File: config.mk
export PLATFORM = sky130hd
export DESIGN_NAME = ice_cream_dispenser_ctrl_flat
export DESIGN_NICKNAME = d
export VERILOG_FILES = /design/src/rtl/ice_cream_pkg.sv /design/src/rtl/ice_cream_dispenser_ctrl_if.sv /design/src/rtl/order_fifo.sv /design/src/rtl/ice_cream_dispenser_ctrl.sv /design/src/flat_wrapper.sv
export SDC_FILE = /design/constraint.sdc
export NUM_CORES = 1
export LEC_CHECK = 0
export BUFFER_PORTS_ARGS = -buffer_cell sky130_fd_sc_hd__clkbuf_2
export CAP_MARGIN = 20
export CORE_MARGIN = 4
export CORE_UTILIZATION = 35
export DETAILED_ROUTE_END_ITERATION = 8
export GPL_TIMING_DRIVEN = 0
export PLACE_DENSITY = 0.48
export RECOVER_POWER = 50
export SETUP_SLACK_MARGIN = 0.05
export SYNTH_ARGS = -nofsm -noshare
export SYNTH_HDL_FRONTEND = slang
export SYNTH_SLANG_ARGS = --single-unit
File: constraint.sdc
create_clock -name clk -period 6.5 [get_ports clk]
set_clock_uncertainty 0.2 [all_clocks]
set_input_delay 1.3 -clock clk [delete_from_list [all_inputs] [get_ports clk]]
set_output_delay 1.3 -clock clk [all_outputs]
set_load 0.005 [all_outputs]
File: src/rtl/ice_cream_pkg.sv
// Shared types and constants for the ice-cream scoop sequencer.
//   state_e            : sequencer FSM states
//   BALLS_1 / BALLS_2  : the only legal order sizes
//   DEFAULT_*          : default stock reload value and actuator timeout
package ice_cream_pkg;

  typedef enum logic [1:0] {
    StIdle,
    StScoop,
    StGap,
    StFault
  } state_e;

  localparam logic [1:0] BALLS_1 = 2'd1;
  localparam logic [1:0] BALLS_2 = 2'd2;

  localparam int unsigned DEFAULT_STOCK_INIT = 20;
  localparam int unsigned DEFAULT_TIMEOUT    = 8;

endpackage

File: src/rtl/ice_cream_dispenser_ctrl_if.sv
// Order handshake between the coin-handling FSM (master) and the dispenser (slave).
//   req_valid  : order present this cycle
//   req_balls  : ball count of the order
//   req_ready  : dispenser can take an order
//   req_reject : one-cycle pulse, order refused (bad count or not enough stock)
interface ice_cream_dispenser_ctrl_if;
  logic       req_valid;
  logic [1:0] req_balls;
  logic       req_ready;
  logic       req_reject;

  modport master (
    output req_valid,
    output req_balls,
    input  req_ready,
    input  req_reject
  );

  modport slave (
    input  req_valid,
    input  req_balls,
    output req_ready,
    output req_reject
  );
endinterface

File: src/rtl/order_fifo.sv
// Synchronous order FIFO holding 2-bit ball counts.
//   clk, reset : clock, async active-high reset
//   push_i/data_i, pop_i/data_o : write / read (data_o is the current head)
//   full_o, empty_o, level_o    : occupancy status
//   sum_o      : running sum of all queued ball counts
module order_fifo #(
  parameter int unsigned DEPTH = 4,
  parameter int unsigned SUM_W = 5
) (
  input  logic                     clk,
  input  logic                     reset,
  input  logic                     push_i,
  input  logic [1:0]               data_i,
  input  logic                     pop_i,
  output logic [1:0]               data_o,
  output logic                     full_o,
  output logic                     empty_o,
  output logic [$clog2(DEPTH):0]   level_o,
  output logic [SUM_W-1:0]         sum_o
);

  localparam int unsigned AW = $clog2(DEPTH);

  logic [1:0]       mem_q [DEPTH];
  logic [1:0]       mem_d [DEPTH];
  logic [AW-1:0]    wr_ptr_q, wr_ptr_d;
  logic [AW-1:0]    rd_ptr_q, rd_ptr_d;
  logic [AW:0]      level_q, level_d;
  logic [SUM_W-1:0] sum_q, sum_d;
  logic             do_push, do_pop;

  assign full_o  = (level_q == (AW+1)'(DEPTH));
  assign empty_o = (level_q == '0);
  assign data_o  = mem_q[rd_ptr_q];
  assign level_o = level_q;
  assign sum_o   = sum_q;

  assign do_push = push_i && !full_o;
  assign do_pop  = pop_i && !empty_o;

  always_comb begin
    mem_d    = mem_q;
    wr_ptr_d = wr_ptr_q;
    rd_ptr_d = rd_ptr_q;
    level_d  = level_q;
    sum_d    = sum_q;
    if (do_push) begin
      mem_d[wr_ptr_q] = data_i;
      wr_ptr_d        = wr_ptr_q + 1'b1;
      sum_d           = sum_d + SUM_W'(data_i);
    end
    if (do_pop) begin
      rd_ptr_d = rd_ptr_q + 1'b1;
      sum_d    = sum_d - SUM_W'(data_o);
    end
    unique case ({do_push, do_pop})
      2'b10:   level_d = level_q + 1'b1;
      2'b01:   level_d = level_q - 1'b1;
      default: level_d = level_q;
    endcase
  end

  always_ff @(posedge clk or posedge reset) begin
    if (reset) begin
      for (int i = 0; i < int'(DEPTH); i++) mem_q[i] <= '0;
      wr_ptr_q <= '0;
      rd_ptr_q <= '0;
      level_q  <= '0;
      sum_q    <= '0;
    end else begin
      mem_q    <= mem_d;
      wr_ptr_q <= wr_ptr_d;
      rd_ptr_q <= rd_ptr_d;
      level_q  <= level_d;
      sum_q    <= sum_d;
    end
  end

endmodule

File: src/rtl/ice_cream_dispenser_ctrl.sv
// Scoop actuator sequencer: queues 1/2-ball orders, drives the scoop one ball at a
// time with a go/done handshake, tracks tub stock and latches actuator timeouts.
//   clk, reset     : clock, async active-high reset
//   req            : order handshake (slave side)
//   scoop_go/done  : actuator handshake
//   refill         : reload stock to STOCK_INIT
//   stock, sold_out, served, busy, fault, queue_level : status
module ice_cream_dispenser_ctrl
  import ice_cream_pkg::*;
#(
  parameter int unsigned DEPTH      = 4,
  parameter int unsigned STOCK_W    = 5,
  parameter int unsigned STOCK_INIT = DEFAULT_STOCK_INIT,
  parameter int unsigned TIMEOUT    = DEFAULT_TIMEOUT
) (
  input  logic                        clk,
  input  logic                        reset,
  ice_cream_dispenser_ctrl_if.slave   req,
  output logic                        scoop_go,
  input  logic                        scoop_done,
  input  logic                        refill,
  output logic [STOCK_W-1:0]          stock,
  output logic                        sold_out,
  output logic                        served,
  output logic                        busy,
  output logic                        fault,
  output logic [$clog2(DEPTH):0]      queue_level
);

  localparam int unsigned TmoW = $clog2(TIMEOUT) + 1;

  state_e             state_q, state_d;
  logic [1:0]         balls_left_q, balls_left_d;
  logic [STOCK_W-1:0] stock_q, stock_d;
  logic [TmoW-1:0]    tmo_q, tmo_d;
  logic               go_q, go_d;
  logic               served_q, served_d;
  logic               fault_q, fault_d;

  logic               fifo_full, fifo_empty, fifo_pop, accept, legal;
  logic [1:0]         fifo_head;
  logic [STOCK_W-1:0] fifo_sum, avail;
  logic [STOCK_W:0]   committed;

  order_fifo #(
    .DEPTH (DEPTH),
    .SUM_W (STOCK_W)
  ) u_fifo (
    .clk     (clk),
    .reset   (reset),
    .push_i  (accept),
    .data_i  (req.req_balls),
    .pop_i   (fifo_pop),
    .data_o  (fifo_head),
    .full_o  (fifo_full),
    .empty_o (fifo_empty),
    .level_o (queue_level),
    .sum_o   (fifo_sum)
  );

  // Balls promised but not yet scooped: queued orders plus the one in flight.
  assign committed = {1'b0, fifo_sum} + (STOCK_W+1)'(balls_left_q);
  assign avail     = ({1'b0, stock_q} > committed) ? (stock_q - committed[STOCK_W-1:0]) : '0;

  assign legal          = (req.req_balls == BALLS_1) || (req.req_balls == BALLS_2);
  assign req.req_ready  = !fifo_full && (avail != '0) && (state_q != StFault);
  assign accept         = req.req_valid && req.req_ready && legal &&
                          (STOCK_W'(req.req_balls) <= avail);
  // Full or faulted means "hold", not "reject".
  assign req.req_reject = req.req_valid && !accept && !fifo_full && (state_q != StFault);

  always_comb begin
    state_d      = state_q;
    balls_left_d = balls_left_q;
    stock_d      = stock_q;
    tmo_d        = tmo_q;
    go_d         = go_q;
    served_d     = 1'b0;
    fault_d      = fault_q;
    fifo_pop     = 1'b0;
    unique case (state_q)
      StIdle: begin
        // served_q marks the first idle cycle after an order; skipping the pop there
        // guarantees two low scoop_go cycles between back-to-back orders.
        if (!fifo_empty && !served_q) begin
          fifo_pop     = 1'b1;
          balls_left_d = fifo_head;
          go_d         = 1'b1;
          tmo_d        = '0;
          state_d      = StScoop;
        end
      end
      StScoop: begin
        if (scoop_done) begin
          stock_d      = stock_q - 1'b1;
          balls_left_d = balls_left_q - 1'b1;
          go_d         = 1'b0;
          if (balls_left_q == BALLS_1) begin
            served_d = 1'b1;
            state_d  = StIdle;
          end else begin
            state_d = StGap;
          end
        end else if (tmo_q == TmoW'(TIMEOUT - 1)) begin
          go_d    = 1'b0;
          fault_d = 1'b1;
          state_d = StFault;
        end else begin
          tmo_d = tmo_q + 1'b1;
        end
      end
      StGap: begin
        go_d    = 1'b1;
        tmo_d   = '0;
        state_d = StScoop;
      end
      StFault: begin
        go_d = 1'b0;
      end
      default: state_d = StIdle;
    endcase
    // Refill overrides any decrement in the same cycle.
    if (refill) stock_d = STOCK_W'(STOCK_INIT);
  end

  always_ff @(posedge clk or posedge reset) begin
    if (reset) begin
      state_q      <= StIdle;
      balls_left_q <= '0;
      stock_q      <= STOCK_W'(STOCK_INIT);
      tmo_q        <= '0;
      go_q         <= 1'b0;
      served_q     <= 1'b0;
      fault_q      <= 1'b0;
    end else begin
      state_q      <= state_d;
      balls_left_q <= balls_left_d;
      stock_q      <= stock_d;
      tmo_q        <= tmo_d;
      go_q         <= go_d;
      served_q     <= served_d;
      fault_q      <= fault_d;
    end
  end

  assign scoop_go = go_q;
  assign stock    = stock_q;
  assign sold_out = (stock_q == '0);
  assign served   = served_q;
  assign fault    = fault_q;
  assign busy     = (state_q != StIdle) || !fifo_empty;

endmodule

File: src/flat_wrapper.sv
// flat-port wrapper written by rule: the top's interface ports become plain ports
module ice_cream_dispenser_ctrl_flat import ice_cream_pkg::*;
#(
  parameter int unsigned DEPTH      = 4,
  parameter int unsigned STOCK_W    = 5,
  parameter int unsigned STOCK_INIT = DEFAULT_STOCK_INIT,
  parameter int unsigned TIMEOUT    = DEFAULT_TIMEOUT
)
  (clk, reset, scoop_go, scoop_done, refill, stock, sold_out, served, busy, fault, queue_level, req_req_valid, req_req_balls, req_req_ready, req_req_reject);
  ice_cream_dispenser_ctrl_if req_i ();
  input  logic clk;
  input  logic reset;
  output logic scoop_go;
  input  logic scoop_done;
  input  logic refill;
  output logic [STOCK_W-1:0] stock;
  output logic sold_out;
  output logic served;
  output logic busy;
  output logic fault;
  output logic [$clog2(DEPTH):0] queue_level;
  input wire logic [$bits(req_i.req_valid)-1:0] req_req_valid;
  input wire logic [$bits(req_i.req_balls)-1:0] req_req_balls;
  output wire logic [$bits(req_i.req_ready)-1:0] req_req_ready;
  output wire logic [$bits(req_i.req_reject)-1:0] req_req_reject;
  assign req_i.req_valid = req_req_valid;
  assign req_i.req_balls = req_req_balls;
  assign req_req_ready = req_i.req_ready;
  assign req_req_reject = req_i.req_reject;
  ice_cream_dispenser_ctrl #(.DEPTH(DEPTH), .STOCK_W(STOCK_W), .STOCK_INIT(STOCK_INIT), .TIMEOUT(TIMEOUT)) u_core (.clk(clk), .reset(reset), .req(req_i), .scoop_go(scoop_go), .scoop_done(scoop_done), .refill(refill), .stock(stock), .sold_out(sold_out), .served(served), .busy(busy), .fault(fault), .queue_level(queue_level));
endmodule
==> results of run 1 <==
-- registers in the layout, indices dropped and copies added (netlist names) --
signal	flops
u_core.u_fifo.level_o	3
u_core.u_fifo.wr_ptr_q	2
u_core.stock	5
u_core.fault	1
u_core.served	1
u_core.state_q	2
u_core.u_fifo.sum_o	5
u_core.u_fifo.rd_ptr_q	2
u_core.u_fifo.mem_q	8
u_core.scoop_go	1
u_core.balls_left_q	2
u_core.tmo_q	4
-- logic make-up after synthesis --
| kind of cell | synth area share |
|---|---|
| simple gates | 0.1561 |
| compound gates | 0.1191 |
| fa+ha+maj | 0.1587 |
| flops | 0.3820 |
| xor+xnor | 0.07778 |
| mux | 0.06613 |
| buf+inv | 0.04021 |
-- final timing paths --
path | endpoint | slack (ns) | cells after the start
worst min register to register | u_core.u_fifo.mem_q[4]$_DFFE_PP0P_ | 0.29 | 2
min in group asynchronous | u_core.u_fifo.mem_q[2]$_DFFE_PP0P_ | 1.20 | 2
worst max-delay path | u_core.u_fifo.sum_o[4]$_DFF_PP0_ | 0.53 | 23
worst max register to register | u_core.u_fifo.sum_o[4]$_DFF_PP0_ | 0.53 | 23
worst min-delay path | u_core.u_fifo.mem_q[4]$_DFFE_PP0P_ | 0.29 | 2
max in group asynchronous | u_core.stock[3]$_DFFE_PP0P_ | 4.05 | 2
-- per-stage QoR --
stage	setup WS, ns	power (mW)	instances	hold slack (ns)
final	0.5344	1.025	344	0.2883
after global routing	0.07672	1.136	344	0.3161
after CTS	0.4324	1.042	344	0.2946
after detailed placement	0.4560	0.8745	336	0.2760
after global placement	0.4976	0.8661	336	0.2574
after floorplan	1.064	0.7605	238	0.2446
-- final cells by class --
class	instances	area, µm²	area share
Buffer	4	16.27	0.006138
Clock buffer	7	76.32	0.02880
Clock inverter	1	8.758	0.003305
Inverter	21	78.83	0.02975
Multi-Input combinational cell	177	1366	0.5156
Sequential cell	36	903.4	0.3409
Tap cell	77	96.34	0.03636
Timing Repair Buffer	21	103.9	0.03919
-- worst reg2reg max path, cell delays in order (launching register included) --
cell,delay [ns]
dfrtp_1,0.43
ha_1,0.19
inv_1,0.06
fa_1,0.45
xor2_1,0.17
ha_1,0.41
nor2b_1,0.16
o211ai_1,0.09
a21o_1,0.23
or2_2,0.29
ha_1,0.28
nor2b_1,0.13
o21ai_0,0.14
nand2_1,0.11
a2111oi_4,0.52
buf_2,0.35
mux2i_1,0.28
ha_1,0.18
inv_1,0.06
fa_1,0.36
nor2_1,0.23
o21ai_2,0.10
mux2_4,0.30
xor2_1,0.14
-- report_power, final --
| part | internal (mW) | leakage [nW] | switching [mW] |
|---|---|---|---|
| Sequential | 0.280 | 0.454 | 0.0542 |
| Combinational | 0.244 | 0.707 | 0.288 |
| Clock | 0.0767 | 0.0424 | 0.0819 |
| Total | 0.601 | 1.20 | 0.424 |
-- layout by cell type, fill, tap and decap left out, drive strengths merged, types with 2 or more instances in the layout --
master,n
nor2,22
ha,22
and3,3
nor3b,3
nand4,2
o21ai,13
dfstp,2
a31oi,2
dfrtp,34
xor2,7
fa,5
a211oi,2
o211ai,2
o22ai,2
nor2b,3
buf,2
mux2i,4
nand3,2
nand2b,4
nor3,6
a21oi,11
nor4,2
inv,20
xnor2,14
clkinv,2
mux2,6
nand2,24
clkbuf,30
mux4,2
a22o,2
-- metal layers --
layer  GRT usage  share of wire  routed length [µm]  vias to the layer above
met5           0              0                   0                        -
met2      0.2029           0.48                2247                       20
met4     0.03444         0.0087                  41                        0
met3     0.02755          0.026                 121                        5
li1            -              -                   -                      875
met1      0.1660           0.49                2296                      805
==> impl_metrics.json, run 1 <==
{
  "status": "completed",
  "async_flop_share": 1.000,
  "synth_edf_count": 0,
  "ir_drop_mv": 0.1272,
  "grt_pass1_wl_mm": 8.293,
  "io_pins": 22,
  "r2r_start": "u_core.balls_left_q[0]$_DFFE_PP0P_",
  "final_util": 0.4103,
  "holdCritPathClass": "reg2reg",
  "overflow": 0,
  "ys_seq_area_frac": 0.3820,
  "antenna_found_initial": 0,
  "place_congestion": 0.7046,
  "min_from": "u_core.u_fifo.mem_q[4]$_DFFE_PP0P_",
  "cp-end-kind": "flop",
  "crit_start": "u_core.balls_left_q[0]$_DFFE_PP0P_",
  "num_vias": 1705,
  "n_antenna_cell": 0,
  "cts_setup_buffers": 0,
  "synth_most_common_cell": "dfrtp_1",
  "cts_buffers": 5,
  "ys.flop_type": "dfrtp_1",
  "yosys_warnings": 0,
  "port-buffer-count": 21,
  "worstSkewPairLatency_ns": 0.29,
  "syn_area_per_cell_um2": 9.936,
  "grt_use_total": 0.1243,
  "first_pass_iters": 4,
  "finish.instance_area_mm2": 0.002650,
  "rsz0062_at_grt": "no",
  "die_x_um": 90.20,
  "nets": 300,
  "syn_area_mm2": 0.002365,
  "vias_per_cell": 4.956,
  "critical_path.max_stage_delay_ns": 0.52,
  "cts.repair.resized": 0,
  "slew_violations": 0,
  "critPathLaunchType": "flop",
  "critPathSlowestCell": "a2111oi_4",
  "htreeDepth": 2,
  "fin_setup_tns_ns": 0,
  "netlist-cell-type-count": 47,
  "drt-initial-drc-count": 47,
  "yosysTopAreaCellShare": 0.3598,
  "initial_utilization": 0.3661,
  "final_layout_size_suffix_gt1_frac": 0.1610,
  "ys_ff_latch": 36,
  "syn-num-nets": 272,
  "postRouteAntennaNets": 0,
  "rows": 29,
  "routed_wl_mm": 4.707,
  "hpwl_mm": 3.619,
  "cp_top_family": "adder cells",
  "worst-path-buf-inv": 3,
  "drv_cap": 0,
  "p_leak_nw": 1.204,
  "remaining_drc_errors": 0,
  "grt_pass1_vias": 1719,
  "crit_chain": "ha_1 > inv_1 > fa_1 > xor2_1 > ha_1 > nor2b_1 > o211ai_1 > a21o_1 > or2_2 > ha_1 > nor2b_1 > o21ai_0 > nand2_1 > a2111oi_4 > buf_2 > mux2i_1 > ha_1 > inv_1 > fa_1 > nor2_1 > o21ai_2 > mux2_4 > xor2_1",
  "tightest_slew_ns": 1.416,
  "crit_type": "reg2reg",
  "cts_tree": "done",
  "avgRoutedWirePerCell_um": 13.68,
  "dieArea_mm2": 0.008135,
  "max_freq_mhz": 167.6,
  "finalHoldViolCount": 0,
  "fin_crit_ns": 5.966,
  "placed_area_mm2": 0.002566,
  "period_share": 0.9178,
  "postCtsHoldBufs": 0,
  "cts.sinks": 36,
  "clk_pin_slew_worst_paths_ns": 0.08,
  "grt_start_max_net_pins": 37,
  "synth_area_leader_cell": "dfrtp_1",
  "n_fill_cell": 656,
  "clockBufferDepth": 2,
  "synth_common_cells": "dfrtp_1, nand2_1, ha_1, nor2_1, inv_1",
  "coreArea_mm2": 0.006459,
  "ys_top_cells_by_area": "dfrtp_1, ha_1, xnor2_1",
  "slew-limit-headroom": 0.05499,
  "required_ns": 6.46,
  "cts-root-buf": "clkbuf_8",
  "crit_arrival_ns": 5.93,
  "p_per_area_mw_per_mm2": 386.8,
  "synthCells": 238,
  "cp_max_fo": 10,
  "setup_violations": 0,
  "cp_common_cell": "ha_1",
  "syn_to_final_growth_pct": 12.06,
  "die_h_um": 90.20
}
Note: power is estimated with default switching activity, not from simulation.
==> run 2: changes to the inputs <==
--- a/config.mk
+++ b/config.mk
@@ -7,7 +7,7 @@
 export LEC_CHECK = 0
 export BUFFER_PORTS_ARGS = -buffer_cell sky130_fd_sc_hd__clkbuf_2
 export CAP_MARGIN = 20
-export CORE_MARGIN = 4
+export CORE_MARGIN = 3
 export CORE_UTILIZATION = 35
 export DETAILED_ROUTE_END_ITERATION = 8
 export GPL_TIMING_DRIVEN = 0
@@ -16,4 +16,5 @@
 export SETUP_SLACK_MARGIN = 0.05
 export SYNTH_ARGS = -nofsm -noshare
 export SYNTH_HDL_FRONTEND = slang
+export SYNTH_HIERARCHICAL = 1
 export SYNTH_SLANG_ARGS = --single-unit
==> run 2 against run 1 <==
Effect of this change:
- hold slack lost 0.0083 ns
- register-to-register slack improved by 0.77 ns
- synthesized cell count increased by 4.6%
- fmax up 12%
- utilization grew 0.60 points
- sequential share of layout area shrank 1.2 points
- critical path type is now reg2out
- highest routed layer unchanged
==> impl_metrics.json, run 2 <==
{
  "status": "completed",
  "holdCritPathClass": "reg2reg",
  "cts_tree": "done",
  "p_total_mw": 1.420,
  "n_antenna_cell": 0,
  "largest_register_ffs": 8,
  "antenna_found_initial": 0,
  "rows": 29,
  "worstSkewPairLatency_ns": 0.28,
  "cts_setup_buffers": 0,
  "synth_xor_xnor_area_share": 0.08105,
  "fin_setup_tns_ns": 0,
  "postCtsHoldBufs": 0,
  "clockBufferDepth": 2,
  "ys_ff_latch": 36,
  "grt_pass1_vias": 1783,
  "final_layout_size_suffix_gt1_frac": 0.1805,
  "syn_to_final_growth_pct": 11.30,
  "netlist-cell-type-count": 55,
  "p_leak_nw": 1.276,
  "crit_start": "u_core/balls_left_q[0]$_DFFE_PP0P_",
  "drv_cap": 0,
  "synth_top_family_by_area": "simple AND/OR/NAND/NOR gates",
  "cts_buffers": 5,
  "worst-r2r-cell-count": 25,
  "die_h_um": 90.01,
  "grt_start_max_net_pins": 21,
  "cts.repair.resized": 0,
  "initial_utilization": 0.3740,
  "top_register": "u_core/u_fifo/mem_q",
  "p_per_area_mw_per_mm2": 516.4,
  "die_x_um": 90.01,
  "syn_area_per_cell_um2": 9.919,
  "cts.sinks": 36,
  "synth_simple_gate_area_frac": 0.1662,
  "remaining_drc_errors": 0,
  "overflow": 0,
  "vias_per_cell": 4.757,
  "cp_max_fo": 4,
  "r2r_start": "u_core/balls_left_q[0]$_DFFE_PP0P_",
  "required_ns": 5.00,
  "grt_pass1_wl_mm": 8.666,
  "slew-limit-headroom": 0.4604,
  "critPathLaunchType": "flop",
  "synth_common_cells": "dfrtp_1, nand2_1, inv_1",
  "synth_edf_count": 0,
  "crit_arrival_ns": 3.84,
  "postRouteAntennaNets": 0,
  "tightest_slew_ns": 0.8085,
  "synth_most_common_cell": "dfrtp_1",
  "layout_commonest_cell": "dfrtp_1",
  "yosysTopAreaCellShare": 0.3445,
  "routed_wl_mm": 4.891,
  "io_pins": 22,
  "r2r_end": "u_core/u_fifo/sum_o[3]$_DFF_PP0_",
  "synth-compound-area-share": 0.1216,
  "whs_ns": 0.2800,
  "syn_area_mm2": 0.002470,
  "final_util": 0.4163,
  "nets": 311,
  "synth-adder-area-share": 0.1520,
  "setup_violations": 0,
  "fin_crit_ns": 5.344,
  "place_congestion": 0.7514,
  "max_freq_mhz": 187.1,
  "cts-root-buf": "clkbuf_8",
  "drt-initial-drc-count": 50,
  "dieArea_mm2": 0.008101,
  "first_pass_iters": 4,
  "synthCells": 249,
  "avgRoutedWirePerCell_um": 13.22,
  "syn-num-nets": 283,
  "num_vias": 1760,
  "hold_path_end": "u_core/fault$_DFFE_PP0P_",
  "ir_drop_mv": 0.1742,
  "hpwl_mm": 3.713,
  "clk_pin_slew_worst_paths_ns": 0.07,
  "ys_top_cells_by_area": "dfrtp_1, ha_1, fa_1",
  "synth_area_leader_cell": "dfrtp_1",
  "synth_mux_area_frac": 0.06079,
  "yosys_warnings": 6,
  "grt_use_total": 0.1299,
  "crit_type": "reg2out",
  "reg2reg_setup_slack_ns": 1.30,
  "htreeDepth": 2,
  "cp-end-kind": "output pin",
  "period_share": 0.8222,
  "async_flop_share": 1.000,
  "layout_common_cells": "dfrtp_1, nand2_1, inv_1",
  "slew_violations": 0,
  "worstHoldPathCells": 1,
  "finalHoldViolCount": 0,
  "ys_seq_area_frac": 0.3658,
  "coreArea_mm2": 0.006604,
  "ys.flop_type": "dfrtp_1",
  "rsz0062_at_grt": "no",
  "port-buffer-count": 21,
  "min_from": "u_core/fault$_DFFE_PP0P_"
}
==> run 2: how the worst max path moves through the flow <==
stage                                       end  slack (ns)  cells past startpoint
2_1_floorplan  u_core/u_fifo/sum_o[3]$_DFF_PP0_        1.72                     25
3_3_place_gp   u_core/u_fifo/sum_o[3]$_DFF_PP0_        1.30                     25
3_5_place_dp   u_core/u_fifo/sum_o[3]$_DFF_PP0_        1.30                     25
4_1_cts                          req_req_reject        1.14                     16
5_1_grt                          req_req_reject        0.81                     16
6_report                         req_req_reject        1.16                     16
==> run 2: metrics by stage <==
step / cells / setup WS, ns / instance area (µm²)
2_1_floorplan: 249 / 1.722 / 2470
3_3_place_gp: 363 / 1.301 / 2691
3_5_place_dp: 363 / 1.300 / 2691
4_1_cts: 370 / 1.135 / 2769
5_1_grt: 370 / 0.8094 / 2749
6_report: 370 / 1.156 / 2749
==> run 2: cell type report <==
| class | count | area [µm²] |
|---|---|---|
| buffer | 5 | 36.28 |
| timing repair buffer | 21 | 102.6 |
| clock inverter | 1 | 5.005 |
| inverter | 25 | 93.84 |
| tap | 93 | 116.4 |
| sequential | 36 | 903.4 |
| fill | 709 | 3855 |
| multi-input combinational | 183 | 1419 |
| clock buffer | 6 | 72.57 |
==> run 2: kinds of logic after synthesis <==
group                    after synthesis
AND/OR/NAND/NOR                       77
AO/OA/AOI/OAI                         45
flip-flops                            36
buffers and inverters                 30
adder cells (fa/ha/maj)               27
XOR/XNOR                              22
multiplexers                          12
==> run 2: layer usage <==
| layer | part of all wire | wire length (µm) | track usage |
|---|---|---|---|
| met5 | 0 | 0 | 0 |
| met3 | 0.023 | 113 | 0.02588 |
| met4 | 0.0096 | 47 | 0.03827 |
| met1 | 0.49 | 2407 | 0.1773 |
| met2 | 0.47 | 2323 | 0.2085 |
==> run 2: report_power, final <==
group	internal [mW]	leakage, nW	switching (mW)
clock	0.0729	0.0410	0.0781
combinational	0.408	0.788	0.456
sequential	0.313	0.447	0.0913
total	0.794	1.28	0.625
==> run 2: worst max-delay path: stages, from the launching register on <==
cell and delay [ns]:
dfrtp_1 0.39, ha_1 0.18, inv_1 0.05, fa_1 0.50
inv_1 0.06, fa_1 0.42, nand2b_1 0.19, a21oi_1 0.18
o21ai_2 0.10, or2_2 0.28, ha_1 0.28, nor2b_1 0.13
o21ai_0 0.15, nand2_1 0.08, a311o_1 0.32, and3b_1 0.16
clkbuf_2 0.10
